$ cat src/rtl/cpu_pkg.sv
// Shared constants and FSM encoding for the register-file write path.
package cpu_pkg;

    localparam int unsigned DW   = 32;
    localparam int unsigned AW   = 5;
    localparam int unsigned NREG = 32;

    localparam logic [AW-1:0] REG_ZERO = '0;
    localparam logic [AW-1:0] REG_LAST = AW'(NREG - 1);

    typedef enum logic [1:0] {
        ARB   = 2'd0,
        CLEAR = 2'd1,
        DONE  = 2'd2
    } wr_state_t;

endpackage

$ cat src/rtl/rr_arb2.sv
// Two-input round-robin grant; the priority pointer only moves when a grant is accepted.
module rr_arb2 (
    input  logic       clk,
    input  logic       rst,
    input  logic [1:0] valid,
    input  logic       accept,
    output logic [1:0] grant_c
);

    // last_grant=1 means requester 1 won most recently, so requester 0 is favoured next
    logic last_grant;

    always_comb begin
        grant_c = valid;
        if (valid == 2'b11) begin
            grant_c = last_grant ? 2'b01 : 2'b10;
        end
    end

    always_ff @(posedge clk or negedge rst) begin
        if (!rst) begin
            last_grant <= 1'b1;
        end else if (accept) begin
            last_grant <= grant_c[1];
        end
    end

endmodule

$ cat src/rtl/regfile_wr_arbiter.sv
// Owns the register-file write port: arbitrates writeback vs debug writes and sequences a clear of r1..r31.
module regfile_wr_arbiter
    import cpu_pkg::*;
(
    input  logic          clk,
    input  logic          rst,
    input  logic          req0_valid,
    input  logic [AW-1:0] req0_addr,
    input  logic [DW-1:0] req0_data,
    output logic          req0_ready,
    input  logic          req1_valid,
    input  logic [AW-1:0] req1_addr,
    input  logic [DW-1:0] req1_data,
    output logic          req1_ready,
    input  logic          clr_start,
    output logic          clr_busy,
    output logic          clr_done,
    output logic          reg_we,
    output logic [AW-1:0] reg_W_addr,
    output logic [DW-1:0] wdata
);

    wr_state_t     state, state_n;
    logic [AW-1:0] cnt, cnt_n;
    logic          we_n, done_n;
    logic [AW-1:0] addr_n;
    logic [DW-1:0] data_n;
    logic [1:0]    grant_c;
    logic          arb_en_c;

    // Requests are only eligible in ARB when no clear is being kicked off
    assign arb_en_c   = (state == ARB) && !clr_start;
    assign req0_ready = grant_c[0] && arb_en_c;
    assign req1_ready = grant_c[1] && arb_en_c;
    assign clr_busy   = (state != ARB);

    rr_arb2 u_rr_arb2 (
        .clk     (clk),
        .rst     (rst),
        .valid   ({req1_valid, req0_valid}),
        .accept  (req0_ready || req1_ready),
        .grant_c (grant_c)
    );

    // Next state and next registered outputs
    always_comb begin
        state_n = state;
        cnt_n   = cnt;
        we_n    = 1'b0;
        done_n  = 1'b0;
        addr_n  = reg_W_addr;
        data_n  = wdata;
        case (state)
            ARB: begin
                if (clr_start) begin
                    state_n = CLEAR;
                    cnt_n   = AW'(1);
                    we_n    = 1'b1;
                    addr_n  = AW'(1);
                    data_n  = '0;
                end else if (req0_ready) begin
                    we_n   = (req0_addr != REG_ZERO);
                    addr_n = req0_addr;
                    data_n = req0_data;
                end else if (req1_ready) begin
                    we_n   = (req1_addr != REG_ZERO);
                    addr_n = req1_addr;
                    data_n = req1_data;
                end
            end
            CLEAR: begin
                if (cnt == REG_LAST) begin
                    state_n = DONE;
                    done_n  = 1'b1;
                end else begin
                    cnt_n  = cnt + AW'(1);
                    we_n   = 1'b1;
                    addr_n = cnt + AW'(1);
                    data_n = '0;
                end
            end
            DONE: begin
                state_n = ARB;
                cnt_n   = '0;
            end
            default: begin
                state_n = ARB;
                cnt_n   = '0;
            end
        endcase
    end

    always_ff @(posedge clk or negedge rst) begin
        if (!rst) begin
            state      <= ARB;
            cnt        <= '0;
            reg_we     <= 1'b0;
            reg_W_addr <= '0;
            wdata      <= '0;
            clr_done   <= 1'b0;
        end else begin
            state      <= state_n;
            cnt        <= cnt_n;
            reg_we     <= we_n;
            reg_W_addr <= addr_n;
            wdata      <= data_n;
            clr_done   <= done_n;
        end
    end

endmodule
$ cat config.mk
export PLATFORM = sky130hd
export DESIGN_NAME = regfile_wr_arbiter
export DESIGN_NICKNAME = d
export VERILOG_FILES = /design/src/rtl/cpu_pkg.sv /design/src/rtl/rr_arb2.sv /design/src/rtl/regfile_wr_arbiter.sv
export SDC_FILE = /design/constraint.sdc
export NUM_CORES = 1
export LEC_CHECK = 0
export ABC_AREA = 1
export BUFFER_PORTS_ARGS = -buffer_cell sky130_fd_sc_hd__clkbuf_2
export CAP_MARGIN = 20
export CORE_MARGIN = 1.5
export CORE_UTILIZATION = 51
export CTS_BUF_LIST = sky130_fd_sc_hd__clkbuf_4 sky130_fd_sc_hd__clkbuf_8 sky130_fd_sc_hd__clkbuf_16
export DETAILED_ROUTE_END_ITERATION = 7
export PLACE_DENSITY = 0.86
export SYNTH_ARGS = -nofsm -noshare
export SYNTH_HDL_FRONTEND = slang
export SYNTH_SLANG_ARGS = --single-unit
$ cat constraint.sdc
create_clock -name clk -period 2.58 [get_ports clk]
set_clock_uncertainty 0.05 [all_clocks]
set_input_delay 0.516 -clock clk [delete_from_list [all_inputs] [get_ports clk]]
set_output_delay 0.516 -clock clk [all_outputs]
set_load 0.02 [all_outputs]
==> out/qor.yml <==
synthesis:
  synth_common_cells: "nand2_1, inv_1, dfrtp_1"
  yosysTopAreaCell: "dfrtp_1"
  synth_seq_area_share: 0.451
  ys_async_sr_fraction: 1.00
  yosysUniqueCellTypes: 24
  post-synth-top-count-cell: "nand2_1"
  syn_nets: 410
  synth_edf_count: 0
  synthFlopType: "dfrtp_1"
  synth_area_leaders: "dfrtp_1, nand2_1, o211ai_2, inv_1, nor2_1"
  yosysWarnings: 0
  syn_inst: 329
  synth_area_um2: 2610
  synth_top_area_share: 0.441
  avgSynthCellArea_um2: 7.94
  synth-seq-cells: 47
clock_tree:
  cts.reportedPaths.clkPinSlew_ns: 0.08
  cts_setup_buffers: 0
  cts_tree: "yes"
  cts_buffers: 5
  ctsHtreeMaxLevel: 2
  cts_resized: 0
  ctsHoldBuffers: 0
  clock-root-buffer: "clkbuf_8"
  ctsLongestPathBuffers: 2
  cts_sinks: 47
  clk_latency_ns: 0.30
setup_path:
  worst_path_max_delay_cell: "dfrtp_1"
  timing.rr.end: "wdata[27]"
  r2r_start: "state[1]"
  r2r_slack_ns: 0.50
  path_class: "flip-flop to output port"
  cp_data_required_time_ns: 2.01
  arrival_ns: 1.62
  cp_cell_sequence: "nor2_1 > nand2_1 > nor2_1 > clkbuf_2"
  critPathCaptureType: "output port"
  crit_fanout: 5
  rr_worst_depth: 5
  worst_setup_path_start_kind: "flip-flop"
  crit_top_cell: "nor2_1"
  max_stage_delay_ns: 0.41
sta:
  hold_violations: 0
  min_period_over_period: 0.849
  worst_slew_pin_slew_ns: 1.09
  period_needed_ns: 2.19
  max_freq_mhz: 457
  fin_tns_setup_ns: 0
  setup-violations-final: 0
  rsz0062_at_grt: "false"
  relSlewSlack: 0.274
  final-max-slew-violation-count: 0
detailed_routing:
  drc: 0
  drt-total-wl_um: 6010
  drt-initial-drc-count: 120
  viasPerCell: 4.84
  dr.pass1.iters: 5
  postRouteAntennaNets: 0
  vias: 2489
  wl_per_cell_um: 11.7
status:
  outcome: "completed"
global_routing:
  grt_pass1_wl_um: 9690
  gr-total-overflow: 0
  antenna_found_initial: 0
  grtUsageTotal: 0.230
  grt_max_degree: 39
  grt_pass1_vias: 2223
die:
  die_h_um: 74.6
  io_pins: 121
  rows: 25
  start_util: 0.542
  die_area_um2: 5560
  die_width_um: 74.6
  core-area_um2: 4820
final_layout:
  register_area_um2: 1180
  fillers: 440
  fin_nets: 527
  multiInputGateArea_um2: 1130
  diodes: 0
  final_cells: 514
  drive_gt1_frac: 0.353
  syn2layout_area_growth_pct: 27.8
place:
  place_congestion: 0.881
  dpl.cell_count: 506
  dp_hpwl_um: 4700
  numPortBuffers: 120
power_and_ir_drop:
  leakagePower_nw: 2.14
  powerDensity_nw_per_um2: 741
  worst_ir_drop_vdd_v: 0.000443
hold_path:
  hold_path.class: "input pin to asynchronous set/reset pin"
run:
  maxCapViolCount: 0
## power by group
group,switching (W),internal [W]
clock network,0.000241,0.000313
registers,0.0000889,0.000895
logic,0.000615,0.000321
## flip-flops by register name, summed over array words and instances (netlist names)
signal,cells
cnt,5
clr_done,1
reg_W_addr,5
state,2
reg_we,1
wdata,32
u_rr_arb2.last_grant,1
## critical path, delay by kind of cell (launching register included)
kind | cells | cell delay (ns)
and+or+nand+nor | 3 | 0.67
DFF | 1 | 0.41
buffers and inverters | 1 | 0.25
## routing by layer
layer  global-route usage  wire length, um  up-vias
met3               0.0542              401        4
met2                0.399             2910       98
met1                0.290             2670     1128
li1                     -                -     1259
met5                    0                0        -
met4               0.0566               26        0
## cells by family after synthesis
| logic type | after synthesis | share of synthesized area |
|---|---|---|
| simple gates | 165 | 0.252 |
| buf+inv | 67 | 0.117 |
| compound gates | 48 | 0.171 |
| flops | 47 | 0.451 |
| fa+ha+maj | 2 | 0.00958 |
## worst max path at each step
stage,startpoint,end,slack (ns)
floorplan,clr_start,req0_ready,0.86
global placement,clr_start,wdata[26],0.40
detailed placement,clr_start,wdata[30],0.32
CTS,state[1],req0_ready,0.40
global route,state[1],req0_ready,0.23
finish,state[1],req0_ready,0.39
## layout make-up
class | instances | area share
timing repair buffer | 124 | 0.189
multi-input combinational | 215 | 0.338
tap | 67 | 0.0251
clock buffer | 6 | 0.0247
inverter | 53 | 0.0596
clock inverter | 2 | 0.0105
sequential | 47 | 0.353
## stage by stage
step / hold WS [ns] / area [um^2] / utilization / setup WS, ns / power, W
finish: 0.0379 / 3340 / 0.693 / 0.390 / 0.00247
global route: 0.0581 / 3340 / 0.693 / 0.234 / 0.00265
CTS: 0.0499 / 3340 / 0.693 / 0.400 / 0.00249
detailed placement: 0.378 / 3220 / 0.669 / 0.325 / 0.00194
global placement: 0.373 / 3220 / 0.669 / 0.399 / 0.00191
floorplan: 0.170 / 2610 / - / 0.861 / 0.00166
## cell usage in the layout, fill, tap and decap left out
cell       count
nand2_1      125
clkbuf_2     120
inv_1         53
dfrtp_1       46
nor2_1        23
o211ai_2      20
nand3_1       11
o211ai_1      11
a21oi_1        6
clkbuf_8       6
o21ai_0        4
buf_4          4
o21ai_1        2
o22ai_1        2
nand4_1        2
ha_1           2
nand2_2        1
o31ai_1        1
nand3b_1       1
a21oi_4        1
nor2_4         1
nand2_4        1
o21ai_4        1
bufinv_16      1
clkinv_2       1
dfstp_2        1
Note: power is estimated with default switching activity, not from simulation.
